===== src/rtl/naive_fntt_iter.sv =====
// Iterative radix-2 DIT forward NTT: loads N coefficients bit-reversed, builds twiddles,
// runs LOGN stages on one shared butterfly, streams results out in natural order.
module naive_fntt_iter #(
  parameter int N    = 8,
  parameter int W    = 8,
  parameter int LOGN = $clog2(N)
) (
  input  logic         clk,
  input  logic         rst,
  input  logic         start,
  input  logic [W-1:0] omega,
  input  logic [W-1:0] mod,
  input  logic         in_valid,
  input  logic [W-1:0] in_data,
  output logic         in_ready,
  output logic         out_valid,
  output logic [W-1:0] out_data,
  input  logic         out_ready,
  output logic         busy,
  output logic         done
);

  localparam logic [2:0] S_IDLE   = 3'd0;
  localparam logic [2:0] S_LOAD   = 3'd1;
  localparam logic [2:0] S_TWID   = 3'd2;
  localparam logic [2:0] S_COMP   = 3'd3;
  localparam logic [2:0] S_UNLOAD = 3'd4;

  localparam logic [LOGN-1:0] LAST       = LOGN'(N - 1);
  localparam logic [LOGN-1:0] TW_LAST    = LOGN'(N / 2 - 1);
  localparam logic [LOGN-2:0] BF_LAST    = {(LOGN-1){1'b1}};
  localparam logic [LOGN-1:0] LAST_STAGE = LOGN'(LOGN - 1);

  logic [2:0]      state;
  logic [W-1:0]    q;
  logic [W-1:0]    w_om;
  logic [LOGN-1:0] cnt;
  logic [LOGN-2:0] bfly;
  logic [LOGN-1:0] stage;

  logic [W-1:0] ram [N];
  logic [W-1:0] tw  [N/2];

  function automatic logic [LOGN-1:0] bitrev(input logic [LOGN-1:0] v);
    logic [LOGN-1:0] r;
    for (int i = 0; i < LOGN; i++) r[i] = v[LOGN-1-i];
    return r;
  endfunction

  logic [LOGN-1:0] half, k_idx, top, bot;
  logic [LOGN-2:0] tw_sel;
  logic [W-1:0]    a, b, w, t, new_top, new_bot;
  logic [2*W-1:0]  prod;
  logic [W:0]      sum, dif;
  logic [W-1:0]    tw_prev, tw_next, ld_val;
  logic [2*W-1:0]  tw_prod;

  // Butterfly j of stage s: group base is j with bit s shifted up, k is j's low s bits.
  always_comb begin
    half    = LOGN'(1) << stage;
    k_idx   = {1'b0, bfly} & (half - LOGN'(1));
    top     = (({1'b0, bfly} >> stage) << (stage + LOGN'(1))) | k_idx;
    bot     = top | half;
    tw_sel  = (LOGN-1)'(k_idx << (LAST_STAGE - stage));
    a       = ram[top];
    b       = ram[bot];
    w       = tw[tw_sel];
    prod    = {{W{1'b0}}, w} * {{W{1'b0}}, b};
    t       = W'(prod % {{W{1'b0}}, q});
    // a and t are both < q, so a single conditional subtract reduces the sums.
    sum     = {1'b0, a} + {1'b0, t};
    dif     = {1'b0, a} + {1'b0, q} - {1'b0, t};
    new_top = (sum >= {1'b0, q}) ? W'(sum - {1'b0, q}) : W'(sum);
    new_bot = (dif >= {1'b0, q}) ? W'(dif - {1'b0, q}) : W'(dif);
    tw_prev = tw[cnt[LOGN-2:0] - (LOGN-1)'(1)];
    tw_prod = {{W{1'b0}}, tw_prev} * {{W{1'b0}}, w_om};
    tw_next = (cnt == '0) ? W'(1) : W'(tw_prod % {{W{1'b0}}, q});
    ld_val  = in_data % q;
  end

  always_ff @(posedge clk or posedge rst) begin
    if (rst) begin
      state <= S_IDLE;
      q     <= '0;
      w_om  <= '0;
      cnt   <= '0;
      bfly  <= '0;
      stage <= '0;
    end else begin
      case (state)
        S_IDLE: if (start) begin
          q     <= mod;
          w_om  <= omega;
          cnt   <= '0;
          bfly  <= '0;
          stage <= '0;
          state <= S_LOAD;
        end
        S_LOAD: if (in_valid) begin
          cnt <= cnt + LOGN'(1);
          if (cnt == LAST) begin
            cnt   <= '0;
            state <= S_TWID;
          end
        end
        S_TWID: begin
          cnt <= cnt + LOGN'(1);
          if (cnt == TW_LAST) begin
            cnt   <= '0;
            state <= S_COMP;
          end
        end
        S_COMP: begin
          bfly <= bfly + (LOGN-1)'(1);
          if (bfly == BF_LAST) begin
            stage <= stage + LOGN'(1);
            if (stage == LAST_STAGE) begin
              stage <= '0;
              state <= S_UNLOAD;
            end
          end
        end
        S_UNLOAD: if (out_ready) begin
          cnt <= cnt + LOGN'(1);
          if (cnt == LAST) begin
            cnt   <= '0;
            state <= S_IDLE;
          end
        end
        default: state <= S_IDLE;
      endcase
    end
  end

  // Storage is deliberately not reset.
  always_ff @(posedge clk) begin
    if (state == S_LOAD && in_valid) ram[bitrev(cnt)] <= ld_val;
    if (state == S_TWID) tw[cnt[LOGN-2:0]] <= tw_next;
    if (state == S_COMP) begin
      ram[top] <= new_top;
      ram[bot] <= new_bot;
    end
  end

  assign in_ready  = (state == S_LOAD);
  assign out_valid = (state == S_UNLOAD);
  assign busy      = (state != S_IDLE);
  assign out_data  = out_valid ? ram[cnt] : '0;
  assign done      = out_valid && out_ready && (cnt == LAST);

endmodule


===== config.mk =====
export PLATFORM = sky130hd
export DESIGN_NAME = naive_fntt_iter
export DESIGN_NICKNAME = d
export VERILOG_FILES = /design/src/rtl/naive_fntt_iter.sv
export SDC_FILE = /design/constraint.sdc
export NUM_CORES = 1
export LEC_CHECK = 0
export BUFFER_PORTS_ARGS = -buffer_cell sky130_fd_sc_hd__buf_2
export CAP_MARGIN = 10
export CORE_UTILIZATION = 55
export CTS_BUF_LIST = sky130_fd_sc_hd__clkbuf_8
export DETAILED_ROUTE_END_ITERATION = 7
export GPL_ROUTABILITY_DRIVEN = 0
export PLACE_DENSITY = 0.71
export SLEW_MARGIN = 10
export SYNTH_ARGS = -nofsm -noshare
export SYNTH_HDL_FRONTEND = slang
export SYNTH_SLANG_ARGS = --single-unit

===== constraint.sdc =====
create_clock -name clk -period 101.9 [get_ports clk]
set_clock_uncertainty 0.15 [all_clocks]
set_input_delay 5.095 -clock clk [delete_from_list [all_inputs] [get_ports clk]]
set_output_delay 5.095 -clock clk [all_outputs]
set_load 0.05 [all_outputs]

==> metrics.md, run 1 <==
| Metric | Value |
|---|---|
| Crit Path Category | reg2reg |
| Post-synth ARST share | a little over a fifth |
| Input/output buffers | 40 |
| Hold Path Class | reg2reg |
| Area growth syn-to-layout | 4.92% |
| Mapped Avg Cell Area | approximately 8 um2 |
| Initial drt markers | around 1600 |
| Synth Area in XOR/XNOR | under 10% |
| Critical Path AT | 45.04 ns |
| Routed WL per cell | 19.1 um |
| Drt pass-1 iters | 8 |
| WL met1 | between 20000 and 30000 um |
| Final setup vio count | 0 |
| Startpoint class of the critical path | flip-flop |
| # IOs | 41 |
| Final worst path period share | roughly 44% |
| CP max FO | 30 |
| Hpwl dp | approximately 55000 um |
| Register bit total from synthesis | 123 |
| Fmax | 0.0222 GHz |
| Headroom to the max-slew limit | 14.6% |
| Yosys warns | 0 |
| Final Hold Viols | 0 |
| Routed via count | 23845 |
| Antenna violations before repair | 2 |
| Crit path capture type | flip-flop |
| Most common cell on crit path | o21a_1 |
| Crit path required time | around 100 ns |
| Routed Antenna Nets | 0 |
| Share of layout cells above drive strength 1 | under 10% |
| Synth Area in Adders | about a quarter |
| Global route total overflow | 0 |
| Compound-Gate Fraction of Synth Area | between 20% and 30% |
| Slowest cell delay on critical path | approximately 0.87 ns |
| CTS-repair resized insts | 0 |
| Site Rows | about 80 |
| CTS Buf Count | 17 |
| Status | complete, no violations |
| NumNets Final | around 3600 |
| Worst skew pair latency | between 0.4 and 0.5 ns |
| Vias per inst | roughly 6.4 |
| Total setup buffers inserted after CTS | 0 |
| Instance count of the mapped netlist | between 3000 and 4000 |
| Pin count of the biggest net entering global routing | 46 |
| Vias in the first global route | about 23000 |
| Slowest-stage cell, CP | a221o_1 |
| Post-synth EDFFs | 96 |
| Die Wd | roughly 220 um |
| RSZ-0062 raised after global routing | false |
| Synth unique cells | 100 |
| Core area | roughly 45000 um2 |
| Met3 WL | 3980 um |
| Initial Utilization | 55.9% |
| Clock Root Buffer | clkbuf_8 |
| CP top delay family | compound AO/OA/AOI/OAI gates |
| Register area share after synthesis | 14.0% |
| Wire length of the first global-routing pass | around 120000 um |
| Final WL | between 70000 and 80000 um |
| Mux share of post-synthesis cell area | 10.3% |
| # clock sinks | roughly 120 |
| Max cap viols | 0 |
| Top Metal Used | met5 |
| Crit path time final | approximately 45 ns |
| Max H-tree Level | 4 |
| Final Slew Violations | 0 |
| GRT Total Usage | 30.1% |
| Post-Syn Area | ~25000 um2 |
| Post-CTS Hold Fix Bufs | 0 |
| Total die area | 47100 um2 |
| Worst slew pin tran | approximately 1.3 ns |
| Net count after synthesis | 3598 |
| Reg clk slew, reported paths | approximately 0.07 ns |
| Post-Synth Simple-Gate Area | between 20% and 30% |
| Ys flop type | edfxtp_1 |
| DR DRC count | 0 |
| Met2 wire len | 34500 um |
| Fillers | about 4100 |
| Main combinational cell family by area after synthesis | adder cells |
| Hold Slack | between 0.4 and 0.5 ns |
| Max Buffers Root-to-Sink | 2 |
| Die Y | ~220 um |
| Critical path buffer and inverter count | 8 |
| TNS Setup | 0 ns |
| TritonCTS clock tree | yes |
## cell usage after synthesis (78+ instances only)
library cell	number	share of area [%]
a21oi_1	166	3.3
ha_1	359	18
mux2i_1	114	4.5
nand2_1	356	5.3
edfxtp_1	96	11
fa_1	86	6.8
o21ai_0	144	2.8
o21a_1	131	3.9
xnor2_1	86	3.0
nor2_1	241	3.6
mux2_2	78	3.5
nor3_1	121	2.4
inv_1	212	3.1
## worst register-to-register path: cells and delay by family (launching register included)
kind	cells	cell delay [ns]
DFF	1	0.49
AOI/OAI and AO/OA	100	22.92
buffers and inverters	8	0.90
adders and majority gates	25	8.81
xor gates and xnor gates	1	0.17
muxes	5	1.86
and+or+nand+nor	37	9.42
## registers in the layout, summed over array words and instances (netlist names)
signal  cells
bfly        2
cnt         3
q           8
ram        64
stage       3
state       3
tw         32
w_om        8
## metal layers
| layer | up-vias | GRT usage (%) |
|---|---|---|
| li1 | 11451 | - |
| met1 | 11424 | 36.9 |
| met2 | 773 | 52.7 |
| met3 | 195 | 3.72 |
| met4 | 2 | 13.6 |
| met5 | - | 0 |
## metrics by stage
step           worst slack (ns)  std cells  cell area [um2]  util [%]
2_1_floorplan             62.70       3124            25400         -
3_3_place_gp              59.27       3700            26300      57.7
3_5_place_dp              57.30       3700            26300      57.7
4_1_cts                   57.17       3732            26700      58.6
5_1_grt                   53.19       3732            26700      58.6
6_report                  56.89       3733            26700      58.6
## kinds of logic (layout without fill, tap and decap cells)
kind of cell / count (synthesis) / count (layout)
DFF: 123 / 123
other: 0 / 1
xor gates and xnor gates: 133 / 133
adders and majority gates: 447 / 447
and+or+nand+nor: 1079 / 1079
buffers and inverters: 301 / 309
AOI/OAI and AO/OA: 821 / 821
muxes: 220 / 220
## final cells by class
type	instances	area (um2)	share of cell area [%]
Inverter	213	800	3.00
Clock inverter	13	136	0.511
Multi-Input combinational cell	2700	20800	77.9
Sequential cell	123	3560	13.3
Tap cell	600	751	2.82
Antenna cell	1	2.50	0.00938
Timing Repair Buffer	64	380	1.43
Clock buffer	19	262	0.981
## final timing paths
check                         start         to  depth (start not counted)  slack (ns)
min                        stage[1]   stage[1]                          2        0.48
min in group asynchronous       rst    w_om[0]                          3        4.53
min reg2reg                stage[1]   stage[1]                          2        0.48
max                        stage[0]  ram[2][4]                        176       56.89
max reg2reg                stage[0]  ram[2][4]                        176       56.89
max in group asynchronous       rst     cnt[0]                          3       96.71
## cell usage in the layout (no fill, tap or decap), drive strengths merged, types with 8 or more instances in the layout
| cell type | netlist | final |
|---|---|---|
| a21o | 64 | 64 |
| mux2i | 115 | 115 |
| or2 | 29 | 29 |
| o21ai | 167 | 167 |
| xnor2 | 86 | 86 |
| nand3 | 73 | 73 |
| nor2 | 242 | 242 |
| fa | 86 | 86 |
| ha | 359 | 359 |
| mux4 | 24 | 24 |
| nor2b | 34 | 34 |
| a21boi | 8 | 8 |
| buf | 21 | 64 |
| a311oi | 12 | 12 |
| nor4 | 15 | 15 |
| a21oi | 166 | 166 |
| a211oi | 28 | 28 |
| nand4 | 24 | 24 |
| o31ai | 53 | 53 |
| xor2 | 47 | 47 |
| o21a | 131 | 131 |
| o21bai | 27 | 27 |
| dfrtp | 27 | 27 |
| clkbuf | 67 | 19 |
| and3 | 32 | 32 |
| edfxtp | 96 | 96 |
| nand2 | 356 | 356 |
| mux2 | 81 | 81 |
| a31oi | 22 | 22 |
| and2 | 44 | 44 |
| a31o | 11 | 11 |
| or3 | 32 | 32 |
| o211a | 13 | 13 |
| nor3b | 8 | 8 |
| nor3 | 124 | 124 |
| inv | 212 | 217 |
| nand2b | 41 | 41 |
| o211ai | 32 | 32 |
Power of run 1 is not shown: default switching activity piles up to over one toggle a cycle in this logic, so the estimate is an artifact.
==> inputs of run 2 (changes only) <==
--- a/config.mk
+++ b/config.mk
@@ -5,13 +5,14 @@
 export SDC_FILE = /design/constraint.sdc
 export NUM_CORES = 1
 export LEC_CHECK = 0
+export ABC_AREA = 1
 export BUFFER_PORTS_ARGS = -buffer_cell sky130_fd_sc_hd__buf_2
 export CAP_MARGIN = 10
 export CORE_UTILIZATION = 55
 export CTS_BUF_LIST = sky130_fd_sc_hd__clkbuf_8
 export DETAILED_ROUTE_END_ITERATION = 7
 export GPL_ROUTABILITY_DRIVEN = 0
-export PLACE_DENSITY = 0.71
+export PLACE_DENSITY = 0.74
 export SLEW_MARGIN = 10
 export SYNTH_ARGS = -nofsm -noshare
 export SYNTH_HDL_FRONTEND = slang
==> constraint.sdc (replaced) <==
create_clock -name clk -period 36.8 [get_ports clk]
set_clock_uncertainty 0.15 [all_clocks]
set_input_delay 1.84 -clock clk [delete_from_list [all_inputs] [get_ports clk]]
set_output_delay 1.84 -clock clk [all_outputs]
set_load 0.05 [all_outputs]
==> metrics.md, run 2 <==
| Metric | Value |
|---|---|
| Failing checks | DRC |
| Top post-synthesis cells by count | nand2_1, inv_1, o21ai_0 |
| R2R Path Start | stage[0] |
| Multi-input gate area | 20000 um2 (-3.7%) |
| Post-CTS Hold Fix Bufs | 0 (unchanged) |
| GRT Total Usage | 28.7% (-1.5 points) |
| Vias in the first global route | 23211 (-1.0%) |
| Final Hold Viols | 0 (unchanged) |
| Mapped Avg Cell Area | 6.75 um2 (-17%) |
| Storage cell area | 3560 um2 (about the same) |
| Post-synth top area share | 17.6% (-0.029 points) |
| Register bit total from synthesis | 123 (unchanged) |
| Max H-tree Level | 4 (unchanged) |
| Worst Reg2Reg Path Length in Cells | 243 (+38%) |
| Antenna violations before repair | 2 (unchanged) |
| Wire length of the first global-routing pass | 111000 um (-3.7%) |
| Initial Utilization | 56.0% (+0.091 points) |
| Most frequent cells in the layout | nand2_1, inv_1, ha_1 |
| Net count after synthesis | 4247 (+18%) |
| Reg2reg setup slack | 2.27 ns (-54.62 ns) |
| Initial drt markers | 1864 (+15%) |
| TritonCTS clock tree | yes |
| Slowest cell delay on critical path | 0.55 ns (-0.32 ns) |
| Max Buffers Root-to-Sink | 2 (unchanged) |
| Instance count of the mapped netlist | 3773 (+21%) |
| Post-synth ARST share | 22.0% (unchanged) |
| # IOs | 41 (unchanged) |
| Final WL | 68500 um (-3.9%) |
| Hold Path Class | reg2reg |
| TNS Setup | 0 ns (unchanged) |
| Max cap viols | 0 (unchanged) |
| Placement-stage cell area | 26700 um2 (+1.8%) |
| CP max FO | 12 (-60%) |
| Drt pass-1 iters | 8 (unchanged) |
| Design area | 28400 um2 (+6.5%) |
| Yosys warns | 0 (unchanged) |
| Critical Path Sink | ram[1][7] |
| Global route total overflow | 0 (unchanged) |
| Critical Path AT | 34.58 ns (-10.46 ns) |
| Most common cell after layout, fill and taps aside | nand2_1 |
| Final worst path period share | 93.8% (+50 points) |
| Startpoint class of the critical path | flip-flop |
| Routed via count | 25081 (+5.2%) |
| Routed Antenna Nets | 0 (unchanged) |
| Area growth syn-to-layout | 11.6% |
| Worst reg2reg path endpoint | ram[1][7] |
| Headroom to the max-slew limit | 27.7% (+13 points) |
| Synth area leaders | ha_1, nand2_1, edfxtp_1, inv_1, o21ai_0 |
| Vias per inst | 5.54 (-13%) |
| Clock Root Buffer | clkbuf_8 |
| Synth unique cells | 70 (-30%) |
| NumNets Final | 4387 (+22%) |
| Critical path buffer and inverter count | 34 (+26) |
| CP top delay family | compound AO/OA/AOI/OAI gates |
| Share of layout cells above drive strength 1 | 13.7% (+4.9 points) |
| Worst skew pair latency | 0.47 ns (about the same) |
| Die Wd | 217 um (about the same) |
| Final setup vio count | 0 (unchanged) |
| Cell taking the most area after synthesis | ha_1 |
| Status | finished, violations left |
| Post-synth EDFFs | 96 (unchanged) |
| Pin count of the biggest net entering global routing | 60 (+30%) |
| Die Y | 217 um (about the same) |
| Routed WL per cell | 15.1 um (-21%) |
| Crit Path Category | reg2reg |
| Crit path required time | 36.85 ns (-65.08 ns) |
| Crit path depth | 243 (+38%) |
| Most common cell on crit path | nand2_1 |
| Total die area | 47100 um2 (+0.16%) |
| Site Rows | 78 (unchanged) |
| Largest register FFs | 64 (unchanged) |
| Input/output buffers | 40 (unchanged) |
| Crit path capture type | flip-flop |
| # clock sinks | 123 (unchanged) |
| Count leader, synth | nand2_1 |
| Hpwl dp | 52200 um (-4.8%) |
| DR DRC count | 4 (+4) |
| Fillers | 4226 (+3.4%) |
| Final Slew Violations | 0 (unchanged) |
| Worst slew pin tran | 1.08 ns (-0.195 ns) |
| Core area | 45500 um2 (unchanged) |
| CTS Buf Count | 17 (unchanged) |
| Reg clk slew, reported paths | 0.07 ns (about the same) |
| Post-Syn Area | 25500 um2 (+0.16%) |
| Ys flop type | edfxtp_1 |
| Crit path time final | 34.53 ns (-10.48 ns) |
| Slowest-stage cell, CP | fa_1 |
| Most flops, register | ram |
| Register area share after synthesis | 14.0% (-0.023 points) |
| Fmax | 0.0290 GHz (+30%) |
| Crit path launch | stage[0] |
run 2: cell type report:
type                    count  area share [%]
multi-input cells        2972            70.5
clock inverters            14           0.405
repair buffers            197            4.97
well taps                 600            2.64
repair inverters            1          0.0264
clock buffers              17           0.824
diodes                      1         0.00881
inverters                 601            8.11
flip-flops and latches    123            12.5
run 2: how the worst min path moves through the flow:
stage | start | end | slack [ns] | cells after the start
after CTS | state[2] | state[2] | 0.41 | 2
after global routing | state[2] | state[2] | 0.43 | 2
after detailed placement | state[2] | state[2] | 0.39 | 2
after global placement | state[2] | state[2] | 0.37 | 2
after floorplan | state[2] | state[2] | 0.35 | 2
final | state[2] | state[2] | 0.40 | 2
run 2: cell families after synthesis:
logic type / count (synthesis) / synth area share [%]
xor gates and xnor gates: 189 / 6.53
DFF: 123 / 14.0
AOI/OAI and AO/OA: 830 / 18.7
and+or+nand+nor: 1504 / 26.0
buffers and inverters: 679 / 10.2
muxes: 3 / 0.123
adders and majority gates: 445 / 24.4
run 2: layer usage:
layer  up-vias  global-route usage (%)  wire (um)
met5         -                       0         13
li1      12740                       -          -
met1     11408                    37.5      29800
met4         2                    8.87       2180
met3       132                    2.87       4270
met2       799                    49.5      32300
run 2: metrics by stage:
stage               hold WS (ns)  util (%)  setup slack [ns]  instances
global placement           0.374      58.8             0.413       4423
global route               0.434      62.4            -0.452       4525
CTS                        0.407      59.7            0.0620       4457
floorplan                  0.347         -              1.52       3773
detailed placement         0.390      58.8            -0.675       4423
finish                     0.403      62.5              2.27       4526
run 2: what timing repair did:
action / CTS / global route
pin swaps: 2 / 60
setup buffers: 3 / 66
cloned: 0 / 2
endpoints found under the setup margin: 64 / 96
resized for setup: 12 / 213
endpoints found under the hold margin: 0 / 0
run 2: worst register-to-register path, delay by kind of cell, from the launching register on:
kind | cells | cell delay, ns
AOI/OAI and AO/OA | 85 | 12.54
and+or+nand+nor | 96 | 9.31
adders and majority gates | 25 | 7.85
buffers and inverters | 34 | 3.28
DFF | 1 | 0.46
xor gates and xnor gates | 2 | 0.37
muxes | 1 | 0.34
Power of run 2 is left out for the same reason.
